<file path="config.mk">
export PLATFORM = sky130hd
export DESIGN_NAME = qos_window_scheduler
export DESIGN_NICKNAME = d
export VERILOG_FILES = /design/src/rtl/qos_pkg.sv /design/src/rtl/qos_window_timer.sv /design/src/rtl/qos_window_scheduler.sv
export SDC_FILE = /design/constraint.sdc
export NUM_CORES = 1
export LEC_CHECK = 0
export ABC_AREA = 1
export BUFFER_PORTS_ARGS = -buffer_cell sky130_fd_sc_hd__buf_4
export CAP_MARGIN = 10
export CORE_MARGIN = 10
export CORE_UTILIZATION = 50
export DETAILED_ROUTE_END_ITERATION = 16
export GPL_TIMING_DRIVEN = 0
export HOLD_SLACK_MARGIN = 0.05
export PLACE_DENSITY_LB_ADDON = 0.12
export SETUP_SLACK_MARGIN = 0.1
export SLEW_MARGIN = 20
export SYNTH_ARGS = -nofsm -noshare
export SYNTH_HDL_FRONTEND = slang
export SYNTH_SLANG_ARGS = --single-unit
</file>
<file path="constraint.sdc">
create_clock -name clk -period 8.5 [get_ports clk]
set_input_delay 1.7 -clock clk [delete_from_list [all_inputs] [get_ports clk]]
set_output_delay 1.7 -clock clk [all_outputs]
set_load 0.05 [all_outputs]
</file>
<file path="src/rtl/qos_pkg.sv">
// Shared types and helpers for the QoS measurement-window scheduler.
// Lane extraction and alarm test for the packed per-stream counter bus.
package qos_pkg;

  localparam int NUM_STREAMS = 4;
  localparam int CC_CNT_W    = 8;
  localparam int BUS_W       = NUM_STREAMS * CC_CNT_W;

  typedef enum logic {IDLE, COUNT} win_state_t;
  typedef enum logic {R_IDLE, R_SEND} rpt_state_t;

  function automatic logic [CC_CNT_W-1:0] lane(
    input logic [BUS_W-1:0] bus,
    input int               i
  );
    return bus[i*CC_CNT_W +: CC_CNT_W];
  endfunction

  function automatic logic hits(
    input logic [CC_CNT_W-1:0] cnt,
    input logic [CC_CNT_W-1:0] thr
  );
    return (thr != '0) && (cnt >= thr);
  endfunction

endpackage

</file>
<file path="src/rtl/qos_window_timer.sv">
// Loadable window down-counter with length clamp.
// expire marks the final cycle of a window (count == 1).
module qos_window_timer #(
  parameter int WIN_W      = 32,
  parameter int MIN_WINDOW = 2
) (
  input  logic             clk,
  input  logic             reset,
  input  logic             load,
  input  logic             stop,
  input  logic [WIN_W-1:0] len,
  output logic             expire
);

  localparam logic [WIN_W-1:0] MIN_LEN = WIN_W'(MIN_WINDOW);

  logic [WIN_W-1:0] cnt;
  logic [WIN_W-1:0] len_c;

  assign len_c  = (len < MIN_LEN) ? MIN_LEN : len;
  assign expire = (cnt == WIN_W'(1));

  // Down-count, reload at window (re)start, park at zero when stopped.
  always_ff @(posedge clk or posedge reset) begin
    if (reset) begin
      cnt <= '0;
    end else if (stop) begin
      cnt <= '0;
    end else if (load) begin
      cnt <= len_c;
    end else if (cnt != '0) begin
      cnt <= cnt - WIN_W'(1);
    end
  end

endmodule

</file>
<file path="src/rtl/qos_window_scheduler.sv">
// Measurement-window controller for the 4-stream loss counters.
// Times windows, clears counters, snapshots and serializes counts.
module qos_window_scheduler
  import qos_pkg::*;
#(
  parameter int WIN_W      = 32,
  parameter int MIN_WINDOW = 2
) (
  input  logic             clk,
  input  logic             reset,
  input  logic             enable,
  input  logic [WIN_W-1:0] window_len,
  input  logic [7:0]       alarm_threshold,
  input  logic             alarm_clr,
  input  logic [31:0]      error_count,
  output logic             en_reset_counter,
  output logic             rpt_valid,
  input  logic             rpt_ready,
  output logic [1:0]       rpt_stream,
  output logic [7:0]       rpt_count,
  output logic             rpt_alarm,
  output logic             rpt_last,
  output logic [3:0]       alarm,
  output logic             overrun
);

  win_state_t win_q;
  rpt_state_t rpt_q;

  logic                win_end;
  logic                expire;
  logic                tmr_load;
  logic                tmr_stop;
  logic                snap_load;
  logic                ovr_set;
  logic [3:0]          alarm_set;
  logic [1:0]          nxt;
  logic [CC_CNT_W-1:0] snap [NUM_STREAMS];
  logic [CC_CNT_W-1:0] snap_thr;

  assign win_end   = (win_q == COUNT) && enable && expire;
  assign tmr_load  = ((win_q == IDLE) && enable) || win_end;
  assign tmr_stop  = (win_q == COUNT) && !enable;
  assign snap_load = win_end && (rpt_q == R_IDLE);
  assign ovr_set   = win_end && (rpt_q == R_SEND);
  assign nxt       = rpt_stream + 2'd1;

  qos_window_timer #(
    .WIN_W      (WIN_W),
    .MIN_WINDOW (MIN_WINDOW)
  ) u_timer (
    .clk    (clk),
    .reset  (reset),
    .load   (tmr_load),
    .stop   (tmr_stop),
    .len    (window_len),
    .expire (expire)
  );

  // Streams crossing the threshold in the sample being loaded.
  always_comb begin
    alarm_set = '0;
    for (int i = 0; i < NUM_STREAMS; i++) begin
      alarm_set[i] = snap_load &&
                     hits(lane(error_count, i), alarm_threshold);
    end
  end

  // Window FSM: start/end-of-window counter clear pulses.
  always_ff @(posedge clk or posedge reset) begin
    if (reset) begin
      win_q            <= IDLE;
      en_reset_counter <= 1'b0;
    end else begin
      unique case (win_q)
        IDLE: begin
          en_reset_counter <= enable;
          if (enable) win_q <= COUNT;
        end
        COUNT: begin
          en_reset_counter <= win_end;
          if (!enable) win_q <= IDLE;
        end
      endcase
    end
  end

  // Report FSM: snapshot at window end, then stream out 0..3.
  always_ff @(posedge clk or posedge reset) begin
    if (reset) begin
      rpt_q      <= R_IDLE;
      rpt_valid  <= 1'b0;
      rpt_stream <= '0;
      rpt_count  <= '0;
      rpt_alarm  <= 1'b0;
      rpt_last   <= 1'b0;
      snap_thr   <= '0;
      for (int i = 0; i < NUM_STREAMS; i++) snap[i] <= '0;
    end else begin
      unique case (rpt_q)
        R_IDLE: begin
          if (snap_load) begin
            for (int i = 0; i < NUM_STREAMS; i++) begin
              snap[i] <= lane(error_count, i);
            end
            snap_thr   <= alarm_threshold;
            rpt_q      <= R_SEND;
            rpt_valid  <= 1'b1;
            rpt_stream <= 2'd0;
            rpt_count  <= lane(error_count, 0);
            rpt_alarm  <= hits(lane(error_count, 0), alarm_threshold);
            rpt_last   <= 1'b0;
          end
        end
        R_SEND: begin
          if (rpt_ready) begin
            if (rpt_last) begin
              rpt_q     <= R_IDLE;
              rpt_valid <= 1'b0;
              rpt_alarm <= 1'b0;
              rpt_last  <= 1'b0;
            end else begin
              rpt_stream <= nxt;
              rpt_count  <= snap[nxt];
              rpt_alarm  <= hits(snap[nxt], snap_thr);
              rpt_last   <= (nxt == 2'd3);
            end
          end
        end
      endcase
    end
  end

  // Sticky alarm/overrun flags; a same-cycle set wins over clear.
  always_ff @(posedge clk or posedge reset) begin
    if (reset) begin
      alarm   <= '0;
      overrun <= 1'b0;
    end else begin
      alarm   <= (alarm_clr ? 4'b0 : alarm) | alarm_set;
      overrun <= (overrun & ~alarm_clr) | ovr_set;
    end
  end

endmodule

</file>
==> results.md <==
* Status: finished clean
* GRT overflow at 0
* Leakage at about 3.8 nW
* First-pass GRT wire length at about 29000 µm
* Maximum clock path buffer count at 2
* Nets@finish at 1081
* CP peak stage delay at about 370 ps
* Post-synth top area cell: dfrtp_1
* Largest net degree at the start of global routing at a little over 60
* Crit path launch type: flip-flop
* Core footprint at roughly 12000 µm²
* Critical Path Sink Type: flip-flop
* Vias in the first global route at approximately 5700
* Crit path kind: flip-flop to flip-flop
* Placed Instances at around 1100
* GRT Total Usage at approximately 22%
* Clock root cell: clkbuf_16
* Synth Area per Inst at between 7 and 8 µm²
* Final Setup Violations at 0
* DR vias/cell at between 5 and 6
* H-tree Lvls at 3
* Cell variety after synth at 31
* Final Instance Count excl. Fillers at around 1100
* Share of layout cells above drive strength 1 at 16.4%
* Initial antenna violation count at 0
* Synth top area share at a little under two fifths
* Detailed Route WL at about 18000 µm
* PostCTS Resize Cnt at 0
* Relative slew slack at 68.7%
* IO Count at 96
* Post-Synthesis Cells at roughly 850
* Mapped cell area at 6130 µm²
* EDFF count, synth at 0
* Setup Skew at about 11 ps
* Most common cell in the netlist: nand2_1
* Crit-path slowest cell: dfrtp_1
* Drt wl/cell at ~16 µm
* Synth cell count leaders: 267 x nand2_1, 120 x nor2_1, 93 x dfrtp_1
* Vert. Die Dim at 131 µm
* Setup tns final at 0 ps
* Unrepaired setup endpoints after global routing: no
* Setup ws final at ~5500 ps
* Synth async-reset ratio at 100%
* Initial DRC Count at 434
* Final GP Congestion at ~0.93
* Clock Sinks at between 90 and 100
* Die Wd at between 100 and 150 µm
* CP required at about 9000 ps
* Initial DRT Pass Iterations at 6
* Overall Power at 1.69 mW
* Routed Antenna Nets at 0
* Hold buffer count at cts at 0
* Area contributors post-synth: dfrtp_1 38%, nand2_1 16%, ha_1 9.0%
* Hold Crit Class: flip-flop to flip-flop
* Max VDD drop at ~140 µV
* DRC Markers at 0
* Crit path cell chain: buf_2, inv_1, buf_2, ha_1, inv_1, o21ai_0, o22ai_1, ha_1, a21oi_1, o21a_1, nand3_1, nand2_1, nand2_1, nand2_1, nand2_1
* DR vias at 5772
* Yosys warning total at 0
* Fin. max-slew vios at 0
* PwrDens at between 200 and 250 nW/µm²
* Largest fanout on the critical path at 10
* Die area at about 17000 µm²
* CP dominant cell by count: nand2_1
* Clk Latency, worst-skew pair at about 350 ps
* Area added between synthesis and finish at 20.1%
* Clock tree from TritonCTS: built
* Hpwl dp at approximately 14000 µm
* Final Hold Fails at 0
* CTS Buf Count at 9
* Row cnt at 40
* Slew @ Worst Pin at 469 ps
* Final worst path period need at between 3000 and 4000 ps
* Maximum capacitance violations at 0
* Max Fclk at ~330 MHz
* Port-buffer cells at 95
* Synthesized flop and latch total at 93
* Initial core utilization at about 50%
* Register area share after synthesis at 38.0%
* Place WS at 5180 ps
* Ant diodes at 0
* Top_reg_cell synth: dfrtp_1
* Setup Buffers After CTS at 0
* Final period util at 35.7%
* Worst-path clk slew at 70 ps
* Arrival time at the worst endpoint at 3280 ps
* Post-synth net total at around 970
[worst paths after layout]
path | slack (ps) | to | startpoint | depth (start not counted)
max in group asynchronous | 6570 | u_timer.cnt[14] | reset | 3
setup / recovery | 5470 | rpt_alarm | rpt_stream[0] | 15
setup reg to reg | 5470 | rpt_alarm | rpt_stream[0] | 15
hold / removal | 470 | rpt_count[0] | rpt_count[0] | 2
hold reg to reg | 470 | rpt_count[0] | rpt_count[0] | 2
min in group asynchronous | 1320 | rpt_count[1] | reset | 2
[cells by family (layout without fill, tap and decap cells)]
logic type | Yosys count | in the layout | share of synthesized area [%]
buf+inv | 110 | 222 | 7.98
flops | 93 | 93 | 38.0
compound gates | 110 | 110 | 9.57
simple gates | 477 | 477 | 32.8
xor+xnor | 19 | 19 | 2.71
fa+ha+maj | 44 | 44 | 8.98
[cells in the final DEF, fill, tap and decap left out, drive strengths merged]
cell type / instances
dfrtp: 93
clkinv: 1
ha: 44
o21bai: 8
nor2: 132
or2: 1
buf: 117
clkinvlp: 1
o21ai: 68
xnor2: 5
o22ai: 8
nand2: 272
clkbuf: 14
nand3: 44
nand3b: 1
nor3: 8
a21oi: 25
xor2: 14
o21a: 1
nand4: 19
bufinv: 1
inv: 88
[where the power goes]
| group | total (mW) | switching, mW | internal (mW) |
|---|---|---|---|
| Sequential | 0.535 | 0.0421 | 0.493 |
| Clock | 0.419 | 0.180 | 0.239 |
| Combinational | 0.739 | 0.484 | 0.255 |
[layout make-up]
class                           count  area [µm²]
Clock inverter                      4        55.1
Buffer                             23         161
Fill cell                        1150        4650
Clock buffer                       12         246
Sequential cell                    93        2330
Inverter                           87         333
Timing Repair Buffer               96         741
Multi-Input combinational cell    650        3310
Tap cell                          147         184
[metal layers]
metal	part of all wire [%]	wire (µm)	vias to the layer above	global-route usage, %
met5	0	0	-	0
met2	50	9070	163	38.4
met1	41	7470	2630	25.6
li1	-	-	2947	-
met3	5.6	1010	32	5.20
met4	2.6	478	0	7.98
[stage by stage]
stage | utilization [%] | hold slack (ps) | area [µm²]
6_report | 61.3 | 472 | 7360
2_1_floorplan | - | 444 | 6130
3_3_place_gp | 58.5 | 459 | 7030
3_5_place_dp | 58.8 | 460 | 7060
5_1_grt | 61.3 | 493 | 7360
4_1_cts | 61.3 | 477 | 7360
[state kept, by name (all words and copies together), names as in the netlist, 2 cells and up]
name	cells
rpt_count	8
snap	32
alarm	4
u_timer.cnt	32
rpt_stream	2
snap_thr	8
[worst max-delay path: cells and delay by family, from the launching register on]
kind,cells,cell delay (ps)
flops,1,370
buf+inv,4,850
simple gates,5,280
fa+ha+maj,2,680
compound gates,4,730
Note: power is estimated with default switching activity, not from simulation.
